## config.mk

```make
export PLATFORM = sky130hd
export DESIGN_NAME = matmul_tile_scheduler
export DESIGN_NICKNAME = d
export VERILOG_FILES = /design/src/rtl/matmul_pkg.sv /design/src/rtl/matmul_tile_cnt.sv /design/src/rtl/matmul_tile_scheduler.sv
export SDC_FILE = /design/constraint.sdc
export NUM_CORES = 1
export LEC_CHECK = 0
export CAP_MARGIN = 20
export CELL_PAD_IN_SITES_DETAIL_PLACEMENT = 2
export CELL_PAD_IN_SITES_GLOBAL_PLACEMENT = 2
export CORE_UTILIZATION = 35
export CTS_CLUSTER_DIAMETER = 100
export CTS_CLUSTER_SIZE = 24
export DETAILED_ROUTE_END_ITERATION = 6
export PLACE_DENSITY = 0.84
export SYNTH_ARGS = -nofsm -noshare
export SYNTH_HDL_FRONTEND = slang
export SYNTH_SLANG_ARGS = --single-unit
```

## constraint.sdc

```tcl
create_clock -name clock -period 2.9 [get_ports clock]
set_input_delay 0.435 -clock clock [delete_from_list [all_inputs] [get_ports clock]]
set_output_delay 0.435 -clock clock [all_outputs]
set_load 0.01 [all_outputs]
```

## src/rtl/matmul_pkg.sv

```systemverilog
// matmul_pkg -- shared definitions for the blocked matrix-multiply tile scheduler.
//   state_t     : scheduler FSM states (IDLE, ISSUE, WAIT, NEXT, DONE)
//   cdiv        : ceiling divide, used for tile counts
//   min_ext     : extent of a tile that may be clipped by the matrix edge
//   width_of    : index width for a range of n values (never below 1 bit)
package matmul_pkg;

   localparam logic [2:0] S_IDLE  = 3'd0;
   localparam logic [2:0] S_ISSUE = 3'd1;
   localparam logic [2:0] S_WAIT  = 3'd2;
   localparam logic [2:0] S_NEXT  = 3'd3;
   localparam logic [2:0] S_DONE  = 3'd4;

   typedef enum logic [2:0] {
      IDLE  = S_IDLE,
      ISSUE = S_ISSUE,
      WAIT  = S_WAIT,
      NEXT  = S_NEXT,
      DONE  = S_DONE
   } state_t;

   function automatic int cdiv(input int a, input int b);
      return (a + b - 1) / b;
   endfunction

   function automatic int min_ext(input int block, input int size, input int base);
      return ((size - base) < block) ? (size - base) : block;
   endfunction

   function automatic int width_of(input int n);
      return (n > 1) ? $clog2(n) : 1;
   endfunction

endpackage

```

## src/rtl/matmul_tile_cnt.sv

```systemverilog
// matmul_tile_cnt -- one loop level of the tile walk (row, col or k).
// Ports:
//   clock, reset (sync, active-low)
//   clear   : return base to 0
//   step    : advance to the next tile; wraps to 0 after the last one
//   base    : first index of the current tile
//   extent  : tile size, clipped at the matrix edge
//   is_last : current tile is the last one of this level
//   wrap    : step taken on the last tile (steps the next outer level)
module matmul_tile_cnt
   import matmul_pkg::*;
#(
   parameter int SIZE  = 10,
   parameter int BLOCK = 5,
   parameter int BW    = width_of(SIZE),
   parameter int EW    = width_of(BLOCK + 1)
) (
   input  logic          clock,
   input  logic          reset,
   input  logic          clear,
   input  logic          step,
   output logic [BW-1:0] base,
   output logic [EW-1:0] extent,
   output logic          is_last,
   output logic          wrap
);

   localparam int LAST_BASE = (cdiv(SIZE, BLOCK) - 1) * BLOCK;

   logic [BW-1:0] base_reg;

   always_ff @(posedge clock) begin
      if (!reset) begin
         base_reg <= '0;
      end else if (clear) begin
         base_reg <= '0;
      end else if (step) begin
         // base + BLOCK only fits when this is not the last tile, which is
         // exactly when it is taken.
         base_reg <= is_last ? '0 : base_reg + BW'(BLOCK);
      end
   end

   assign base    = base_reg;
   assign is_last = (int'(base_reg) == LAST_BASE);
   assign extent  = EW'(min_ext(BLOCK, SIZE, int'(base_reg)));
   assign wrap    = step & is_last;

endmodule

```

## src/rtl/matmul_tile_scheduler.sv

```systemverilog
// matmul_tile_scheduler -- tile-loop sequencer for the blocked matrix multiply.
// Walks C in FIRST_BLOCK_ROW_SIZE x SECOND_BLOCK_COL_SIZE tiles (row outer,
// col middle) and the shared dimension in BLOCK_SIZE steps (innermost), one
// command outstanding at a time.
// Ports:
//   clock, reset (sync, active-low), start
//   busy, done, k_done                      : status / pulses
//   tile_valid, tile_ready                  : command handshake
//   tile_row_base, tile_col_base, tile_k_base, tile_rows, tile_cols,
//   tile_depth, tile_first_k, tile_last_k   : registered command fields
//   tile_done                               : engine completion
// Optional (macro TILE_SCHED_PERF_EN): cycle_count, stall_count.
module matmul_tile_scheduler
   import matmul_pkg::*;
#(
   parameter int FIRST_MATRIX_ROW_SIZE  = 20,
   parameter int MATRIX_SIZE            = 10,
   parameter int SECOND_MATRIX_COL_SIZE = 30,
   parameter int FIRST_BLOCK_ROW_SIZE   = 5,
   parameter int BLOCK_SIZE             = 5,
   parameter int SECOND_BLOCK_COL_SIZE  = 5,
   localparam int RW  = width_of(FIRST_MATRIX_ROW_SIZE),
   localparam int CW  = width_of(SECOND_MATRIX_COL_SIZE),
   localparam int KW  = width_of(MATRIX_SIZE),
   localparam int REW = width_of(FIRST_BLOCK_ROW_SIZE + 1),
   localparam int CEW = width_of(SECOND_BLOCK_COL_SIZE + 1),
   localparam int KEW = width_of(BLOCK_SIZE + 1)
) (
   input  logic           clock,
   input  logic           reset,
   input  logic           start,
   output logic           busy,
   output logic           done,
   output logic           k_done,
   output logic           tile_valid,
   input  logic           tile_ready,
   output logic [RW-1:0]  tile_row_base,
   output logic [CW-1:0]  tile_col_base,
   output logic [KW-1:0]  tile_k_base,
   output logic [REW-1:0] tile_rows,
   output logic [CEW-1:0] tile_cols,
   output logic [KEW-1:0] tile_depth,
   output logic           tile_first_k,
   output logic           tile_last_k,
   input  logic           tile_done
`ifdef TILE_SCHED_PERF_EN
   ,
   output logic [31:0]    cycle_count,
   output logic [31:0]    stall_count
`endif
);

   state_t state_reg, state_next;

   logic [RW-1:0]  row_base;
   logic [CW-1:0]  col_base;
   logic [KW-1:0]  k_base;
   logic [REW-1:0] row_ext;
   logic [CEW-1:0] col_ext;
   logic [KEW-1:0] k_ext;
   logic           row_last, col_last, k_last;
   logic           row_wrap, col_wrap, k_wrap;
   logic           all_last;

   logic           cnt_clear, cnt_adv, load_cmd;

   logic [RW-1:0]  row_base_reg;
   logic [CW-1:0]  col_base_reg;
   logic [KW-1:0]  k_base_reg;
   logic [REW-1:0] rows_reg;
   logic [CEW-1:0] cols_reg;
   logic [KEW-1:0] depth_reg;
   logic           first_k_reg, last_k_reg;
   logic           done_reg, k_done_reg;

   // Counters advance at the end of WAIT, so in NEXT they already point at
   // the following tile and the command registers load from them directly.
   // They also wrap back to 0 after the final tile, so IDLE always sees zero.
   assign cnt_clear = (state_reg == IDLE) && start;
   assign cnt_adv   = (state_reg == WAIT) && tile_done;
   assign load_cmd  = cnt_clear || (state_reg == NEXT);
   assign all_last  = row_last & col_last & k_last;

   matmul_tile_cnt #(.SIZE(MATRIX_SIZE), .BLOCK(BLOCK_SIZE), .BW(KW), .EW(KEW)) u_k_cnt (
      .clock(clock), .reset(reset), .clear(cnt_clear), .step(cnt_adv),
      .base(k_base), .extent(k_ext), .is_last(k_last), .wrap(k_wrap)
   );

   matmul_tile_cnt #(.SIZE(SECOND_MATRIX_COL_SIZE), .BLOCK(SECOND_BLOCK_COL_SIZE), .BW(CW), .EW(CEW)) u_col_cnt (
      .clock(clock), .reset(reset), .clear(cnt_clear), .step(k_wrap),
      .base(col_base), .extent(col_ext), .is_last(col_last), .wrap(col_wrap)
   );

   matmul_tile_cnt #(.SIZE(FIRST_MATRIX_ROW_SIZE), .BLOCK(FIRST_BLOCK_ROW_SIZE), .BW(RW), .EW(REW)) u_row_cnt (
      .clock(clock), .reset(reset), .clear(cnt_clear), .step(col_wrap),
      .base(row_base), .extent(row_ext), .is_last(row_last), .wrap(row_wrap)
   );

   always_comb begin
      state_next = state_reg;
      case (state_reg)
         IDLE:    if (start)      state_next = ISSUE;
         ISSUE:   if (tile_ready) state_next = WAIT;
         WAIT:    if (tile_done)  state_next = all_last ? DONE : NEXT;
         NEXT:                    state_next = ISSUE;
         DONE:                    state_next = IDLE;
         default:                 state_next = IDLE;
      endcase
   end

   always_ff @(posedge clock) begin
      if (!reset) begin
         state_reg    <= IDLE;
         row_base_reg <= '0;
         col_base_reg <= '0;
         k_base_reg   <= '0;
         rows_reg     <= '0;
         cols_reg     <= '0;
         depth_reg    <= '0;
         first_k_reg  <= 1'b0;
         last_k_reg   <= 1'b0;
         done_reg     <= 1'b0;
         k_done_reg   <= 1'b0;
      end else begin
         state_reg  <= state_next;
         // The row counter wraps only when the final tile completes.
         done_reg   <= row_wrap;
         k_done_reg <= cnt_adv & k_last;
         if (load_cmd) begin
            row_base_reg <= row_base;
            col_base_reg <= col_base;
            k_base_reg   <= k_base;
            rows_reg     <= row_ext;
            cols_reg     <= col_ext;
            depth_reg    <= k_ext;
            first_k_reg  <= (k_base == '0);
            last_k_reg   <= k_last;
         end
      end
   end

   assign busy          = (state_reg == ISSUE) || (state_reg == WAIT) || (state_reg == NEXT);
   assign tile_valid    = (state_reg == ISSUE);
   assign done          = done_reg;
   assign k_done        = k_done_reg;
   assign tile_row_base = row_base_reg;
   assign tile_col_base = col_base_reg;
   assign tile_k_base   = k_base_reg;
   assign tile_rows     = rows_reg;
   assign tile_cols     = cols_reg;
   assign tile_depth    = depth_reg;
   assign tile_first_k  = first_k_reg;
   assign tile_last_k   = last_k_reg;

`ifdef TILE_SCHED_PERF_EN
   logic [31:0] cycle_count_reg, stall_count_reg;

   always_ff @(posedge clock) begin
      if (!reset || cnt_clear) begin
         cycle_count_reg <= '0;
         stall_count_reg <= '0;
      end else begin
         if (busy)                      cycle_count_reg <= cycle_count_reg + 32'd1;
         if (tile_valid && !tile_ready) stall_count_reg <= stall_count_reg + 32'd1;
      end
   end

   assign cycle_count = cycle_count_reg;
   assign stall_count = stall_count_reg;
`endif

endmodule

```

### Word level (Yosys, flattened, before mapping)

Cells that the tools add are included.

* add/sub/neg operators: 6
* order comparisons: 3
* eq/ne operators: 9
* mux-type cells: 11
* bitwise gates (word level): 6
* reductions and logical operators: 9

Operators by type and width (count)
* two-way mux 3 bit: 7
* less-than comparator 6 x 4 -> 1 bit, second input constant: 2
* one-hot mux 3 bit (4 select lines): 1
* subtractor 5 x 5 -> 6 bit, first input constant: 2
* adder 5 x 3 -> 5 bit, second input constant: 2
* two-way mux 5 bit: 2
* equality test 3 x 2 -> 1 bit, second input constant: 2
* bitwise AND 1 bit: 5
* equality test 5 x 4 -> 1 bit, second input constant: 1
* equality test 5 bit, second input constant: 1
* less-than comparator 5 x 4 -> 1 bit, second input constant: 1
* subtractor 4 x 4 -> 5 bit, first input constant: 1
* adder 4 x 3 -> 4 bit, second input constant: 1
* equality test 4 bit, second input constant: 1
* logical NOT 4 bit: 1
* two-way mux 4 bit: 1
* inequality test 2 bit, second input constant: 2
* equality test 3 x 1 -> 1 bit, second input constant: 1
* logical NOT 3 bit: 1
* logical OR 1 bit: 3
* AND reduction 3 bit: 1
* logical AND 1 bit: 2
* inequality test 2 x 1 -> 1 bit, second input constant: 1
* OR reduction 2 bit: 1
* NOT 1 bit: 1

* flip-flop bits (word level): 44
* bits of input ports: 5
* word-level logic and storage cells: 58

### Longest topological paths before layout

Gate-level depths: netlist of the first run.

* word-level depth: 6
* mapped depth: 6

### Hierarchy

From an unflattened synthesis of the first run, not the netlist that was laid out.

* cells, all modules: 274
* area total of the unflattened synthesis: 2336.0 sq um

Modules (own cells, without submodules)
* matmul_tile_scheduler: times used 1, cells an instance 136, area an instance 1265.0 sq um
* matmul_tile_cnt at u_row_cnt: times used 1, cells an instance 49, area an instance 365.4 sq um
* matmul_tile_cnt at u_col_cnt: times used 1, cells an instance 44, area an instance 352.8 sq um
* matmul_tile_cnt at u_k_cnt: times used 1, cells an instance 45, area an instance 352.8 sq um

### Worst setup path after synthesis of the first run

No wires, ideal clock.

* path type: reg-to-reg
* from: reg u_col_cnt.base_reg[0], in the netlist u_col_cnt.base[0]
* to: reg cols_reg[2], in the netlist tile_cols[2]
* library setup time: 130 ps
* data arrival time: 1413 ps
* required time: 2770 ps
* slack: 1357 ps
* cell stages (with the launch flop): 7
* path through: dfxtp_1 > ha_1 > clkbuf_1 > nor3_1 > a311o_1 > o211ai_1 > a31oi_1

* cells in the longest elaborated chain, start to end: 3

Ends and longest elaborated chain
* start: declaration: RTL line matmul_tile_cnt.sv:30 `logic [BW-1:0] base_reg;`
* start signal: assignment: RTL line matmul_tile_cnt.sv:40 `base_reg <= is_last ? '0 : base_reg + BW'(BLOCK);`
* subtractor 5 x 5 -> 6 bit (*): RTL line matmul_pkg.sv:27 `return ((size - base) < block) ? (size - base) : block;`
* less-than comparator 6 x 4 -> 1 bit: RTL line matmul_pkg.sv:27
* two-way mux 3 bit (*): RTL line matmul_pkg.sv:27
* end signal: assignment: RTL line matmul_tile_scheduler.sv:134 `cols_reg <= col_ext;`
* end: declaration: RTL line matmul_tile_scheduler.sv:71 `logic [CEW-1:0] cols_reg;`

Mark *: on every way between the ends. The rest lies on a longest branch, timed or not.
A chain may end at the register's enable or synchronous reset.

### Worst setup path in the final report of the first run

* from: in start
* to: reg last_k_reg, in the netlist tile_last_k

* cells in the longest elaborated chain, start to end: 2

Ends and longest elaborated chain
* start: declaration: RTL line matmul_tile_scheduler.sv:31 `input logic start,`
* logical AND 1 bit: RTL line matmul_tile_scheduler.sv:79 `assign cnt_clear = (state_reg == IDLE) && start;`
* logical OR 1 bit: RTL line matmul_tile_scheduler.sv:81 `assign load_cmd = cnt_clear || (state_reg == NEXT);`
* end signal: assignment: RTL line matmul_tile_scheduler.sv:137 `last_k_reg <= k_last;`
* end: declaration: RTL line matmul_tile_scheduler.sv:73 `logic first_k_reg, last_k_reg;`

Every way passes these cells.

==> results.cfg, run 1 <==
[run_status]
status = complete, no violations

[setup_path]
reg2reg_to = state_reg[0]
crit_arrival_ns = 2.30
crit_buf_inv = 1
reg2reg_depth = 5
slowest_delay_ns = 0.50
crit_chain = clkdlybuf4s50_1 -> or3b_4 -> a21o_1 -> or2_0 -> a21boi_1
r2r_setup_slack_ns = 0.99
critPathKind = input pin to flop
crit_required_ns = 3.13
start_kind = input pin
cp_slowest_cell = clkdlybuf4s50_1
cpLargestDelayFamily = simple AND/OR/NAND/NOR gates
reg2reg_from = u_k_cnt.base[0]
setup.worst_path.end_class = flop
crit_fanout = 22

[layout]
nets = 288
antenna_cells = 0
seq_area_um2 = 880.8
layout-drive-gt1-share = 0.07299
area_growth_pct = 19.18
fillCellCount = 691
multiInputGateArea_um2 = 1151

[worst_hold_path]
hold_path_depth = 2
holdPathEnd = tile_col_base[3]
hp-start = tile_col_base[3]
hold_class = flop to flop

[power_and_ir_drop]
switchingPower_w = 0.0002951
power_frac_seq = 0.554
power.share.combinational = 0.121
p_int_w = 0.0008461
powerDensity_nw_per_um2 = 438.1
p_leak_nw = 0.8711
p_total_w = 0.001141
swShare = 0.2586
ir_drop_v = 0.0001602
power_frac_clock = 0.325

[floorplanning]
die_w_um = 81.03
die_h_um = 81.03
io_pins = 34
initial_core_util = 0.3670
core_area_um2 = 5956
fp-row-count = 28
die-area_um2 = 6565

[routing]
first_pass_iters = 4
drt_iter0_markers = 58
via_count = 1859
antenna_left = 0
wirelength_um = 5671
routedWlPerCell_um = 16.25
drcViolationCount = 0
vias_per_cell = 5.327

[clock_tree]
ctsResizeCount = 0
clockBufferDepth = 2
htree_levels = 2
clkSlewWorstSetupHoldPaths_ns = 0.09
cts_setup_buffers = 0
ctsHoldBuffers = 0
clock_latency_ns = 0.30
cts_tree = yes
cts_buffers = 5
cts.sinks = 44
cts_root_buf = clkbuf_8

[timing]
drv_slew = 0
slew_headroom = 0.4626
setup_tns_ns = 0
fin_skew_ns = 0.008206
layout_setup_ws_ns = 0.8284
min_period_over_period = 0.7143
hold_viol_final = 0
tightest_slew_ns = 0.8061
fin_crit_ns = 2.072
max_freq_mhz = 482.7
rsz0062_at_grt = false
final-setup-viol-count = 0

[logic_synthesis]
synth.most_common_cell = dfxtp_1
netlist_top_cells_area = dfxtp_1 (40%), nand2_1 (6.4%), a21boi_1 (5.2%), ha_1 (5.2%), xnor2_1 (4.4%)
syn_area_per_cell_um2 = 8.886
netlist_area_um2 = 2186
syn_nets = 260
synthDistinctLibCells = 48
yosysTopAreaCell = dfxtp_1
ys_seq_area_frac = 0.4030
synth.top_cell.area_share = 0.4030
synthTopCellsByCount = dfxtp_1 (44), nand2_1 (37), nor2_1 (17), a21boi_1 (15)
synth-edff-count = 0
ys_warn_count = 0
synth_top_flop_cell = dfxtp_1
ys_async_sr_fraction = 0
ys_ff_latch = 44
syn_inst = 246

[global_route]
grt_antenna_before_repair = 0
gr-usage-all-layers = 0.1888
grt_max_degree = 35
grt_overflow = 0
grt_pass1_wl_um = 9411
grt_pass1_vias = 1927

[place]
place.gp.congestion = 0.7041
dp_slack_ns = 0.4886
dp_hpwl_um = 4052
io_buffers = 33

[job]
cap_violations = 0
-- worst max path at each step --
stage / end / cells past startpoint / from / slack (ns)
6_report: tile_last_k / 5 / start / 0.83
5_1_grt: tile_valid / 2 / state_reg[0] / 0.72
3_3_place_gp: tile_last_k / 5 / start / 0.58
3_5_place_dp: tile_last_k / 5 / start / 0.49
4_1_cts: tile_last_k / 5 / start / 0.80
2_1_floorplan: tile_cols[2] / 6 / u_col_cnt.base[0] / 1.36
-- area by class of cell --
type / instances / area share
Multi-Input combinational cell: 176 / 0.4419
Sequential cell: 44 / 0.3381
Timing Repair Buffer: 38 / 0.1412
Tap cell: 75 / 0.03602
Clock buffer: 6 / 0.02786
Inverter: 9 / 0.01297
Clock inverter: 1 / 0.001921
-- power by group through the flow --
stage	Combinational [W]	Clock (W)	Sequential, W
finish	0.000138	0.000371	0.000632
global route	0.000152	0.000410	0.000635
CTS	0.000142	0.000383	0.000632
detailed placement	0.000141	0	0.000647
global placement	0.000137	0	0.000646
floorplan	0.0000897	0	0.000645
-- worst register-to-register path: cells and delay by family, from the launching register on --
kind / cells / cell delay, ns
flops: 1 / 0.47
simple gates: 3 / 0.98
fa+ha+maj: 1 / 0.23
compound gates: 1 / 0.14
-- layout by cell type, fill, tap and decap left out, drive strengths merged, types with 2 or more instances in the layout --
cell type      count
a21boi            16
a21o               2
a21oi              7
a31oi              8
a32o               3
and2               2
and3               4
and4b              3
buf                5
clkbuf             6
clkdlybuf4s50     33
dfxtp             44
ha                 9
inv                9
nand2             37
nand2b             2
nand3              5
nand3b             3
nand4b             2
nor2              18
nor3              11
nor3b              2
nor4               3
o211ai             2
o21ai             11
o31ai              2
or2                2
xnor2             11
-- kinds of logic (layout without fill, tap and decap cells) --
family | count (synthesis) | count (layout) | synth area share
simple gates | 99 | 99 | 0.2461
compound gates | 55 | 55 | 0.1763
flops | 44 | 44 | 0.4030
buf+inv | 26 | 54 | 0.07040
xor+xnor | 12 | 12 | 0.04808
fa+ha+maj | 9 | 9 | 0.05152
mux | 1 | 1 | 0.004579
-- through the flow --
stage	area, um2	std cells	hold WS, ns	utilization
finish	2605	349	0.4594	0.4374
global route	2605	349	0.4832	0.4374
CTS	2605	349	0.4659	0.4374
detailed placement	2527	342	0.4539	0.4244
global placement	2527	342	0.4466	0.4244
floorplan	2186	246	0.4783	-
-- layer usage --
layer | vias up | part of all wire | routed length [um] | global-route usage
met3 | 5 | 0.020 | 111 | 0.03708
met2 | 17 | 0.50 | 2859 | 0.3345
met1 | 933 | 0.47 | 2647 | 0.2320
li1 | 904 | - | - | -
met4 | 0 | 0.0093 | 53 | 0.04821
met5 | - | 0 | 0 | 0
Note: power is estimated with default switching activity, not from simulation.
==> run 2: changes to the inputs <==
Settings changed: CORE_UTILIZATION 35 to 32, PLACE_DENSITY 0.84 to 0.78.
Clock period 2.9 ns to 2.15 ns, I/O delays scaled along.
==> run 2 against run 1 <==
Setup slack worse by 0.61 ns. Register-to-register slack got worse by 0.68 ns. Sequential power rose by 35%. Worst hold slack got worse by 0.0020 ns. Clock power grew 35%. Sequential cell count did not move. Die area increased by 9.1%. Wire length up 6.4%.
==> results.cfg, run 2 (synthesis results as in run 1) <==
[timing]
rsz0062_at_grt = false
tightest_slew_ns = 0.5871
fin_crit_ns = 1.934
drv_slew = 0
min_period_over_period = 0.8995
max_freq_mhz = 517.1
final-setup-viol-count = 0
slew_headroom = 0.6086
hold_viol_final = 0
fin_skew_ns = 0.005252

[setup_path]
critPathKind = flop to output pin
setup.worst_path.end_class = output pin
crit_required_ns = 1.83
crit_arrival_ns = 1.61
crit_fanout = 10
start_kind = flop

[layout]
seq_area_um2 = 880.8
final_core_util = 0.4115
layout-drive-gt1-share = 0.08961
final_cell_mix = dfxtp_1 (44), nand2_1 (37), clkdlybuf4s50_1 (33)
nets = 293
finalNonFillerCells = 356
layout_commonest_cell = dfxtp_1
fillCellCount = 758
multiInputGateArea_um2 = 1151
antenna_cells = 0
area_growth_pct = 21.58

[power_and_ir_drop]
power.share.combinational = 0.131
p_total_w = 0.001561
powerDensity_nw_per_um2 = 587.3
p_int_w = 0.001155
p_leak_nw = 0.8988
switchingPower_w = 0.0004062
swShare = 0.2603
power_frac_clock = 0.321
ir_drop_v = 0.0002957
power_frac_seq = 0.547

[floorplanning]
fp-row-count = 29
initial_core_util = 0.3384
die_h_um = 84.65
die-area_um2 = 7166
core_area_um2 = 6459
io_pins = 34
die_w_um = 84.65

[global_route]
grt_overflow = 0
gr-usage-all-layers = 0.1824
grt_max_degree = 24
grt_pass1_vias = 1984
grt_antenna_before_repair = 0
grt_pass1_wl_um = 10320

[clock_tree]
htree_levels = 2
cts_buffers = 5
cts_tree = yes
clkSlewWorstSetupHoldPaths_ns = 0.08
ctsHoldBuffers = 0
ctsResizeCount = 0
cts.sinks = 44
cts_setup_buffers = 0
clock_latency_ns = 0.29
clockBufferDepth = 2
cts_root_buf = clkbuf_8

[routing]
antenna_left = 0
drcViolationCount = 0
routedWlPerCell_um = 16.95
first_pass_iters = 6
via_count = 1847
vias_per_cell = 5.188
wirelength_um = 6033
drt_iter0_markers = 52

[run_status]
status = complete, no violations

[place]
place.gp.congestion = 0.7135
dp_hpwl_um = 4298
placed_cells = 349
io_buffers = 33

[worst_hold_path]
hold_class = flop to flop

[job]
cap_violations = 0
==> run 2: changes by cell type in the layout (fill, tap and decap cells not counted) <==
cell,previous run,this run
buf_12,0,1
buf_4,5,9
==> run 2: routing by layer <==
metal,vias to the layer above,global-route usage,share of wire
met2,20,0.3282,0.51
met3,2,0.02950,0.020
li1,912,-,-
met5,-,0,0
met1,913,0.2299,0.47
met4,0,0.03698,0.0031
==> run 2: stage by stage <==
stage	setup TNS, ns	setup slack [ns]	hold slack, ns	cell area (um2)
2_1_floorplan	0	0.6068	0.4214	2186
3_3_place_gp	0	0.03462	0.4417	2580
3_5_place_dp	-0.08461	-0.02424	0.4523	2580
4_1_cts	0	0.1973	0.4645	2658
5_1_grt	0	0.1147	0.4754	2658
6_report	0	0.2160	0.4574	2658
==> run 2: critical path, cell delays in order (launching register included) <==
cell and delay (ns):
dfxtp_1 0.52, nor3b_1 0.23, clkdlybuf4s50_1 0.57
==> run 2: area by class of cell <==
| class | count | share of cell area |
|---|---|---|
| multi-input cells | 176 | 0.4331 |
| flip-flops and latches | 44 | 0.3315 |
| repair buffers | 43 | 0.1573 |
| well taps | 77 | 0.03625 |
| clock buffers | 6 | 0.02731 |
| inverters | 9 | 0.01271 |
| clock inverters | 1 | 0.001883 |
==> run 2: power groups by stage <==
stage | logic, W | clock network (W) | registers [W]
3_3_place_gp | 0.000202 | 0 | 0.000873
4_1_cts | 0.000210 | 0.000522 | 0.000854
6_report | 0.000205 | 0.000502 | 0.000854
5_1_grt | 0.000226 | 0.000560 | 0.000857
3_5_place_dp | 0.000209 | 0 | 0.000873
2_1_floorplan | 0.000121 | 0 | 0.000869
==> run 2: path summary, 6_finish.rpt <==
check	start	end	cells past startpoint	slack [ns]
worst min-delay path	tile_row_base[2]	tile_row_base[2]	2	0.46
worst max register to register	u_col_cnt.base[0]	state_reg[0]	5	0.31
worst min register to register	tile_row_base[2]	tile_row_base[2]	2	0.46
worst max-delay path	state_reg[0]	tile_valid	2	0.22
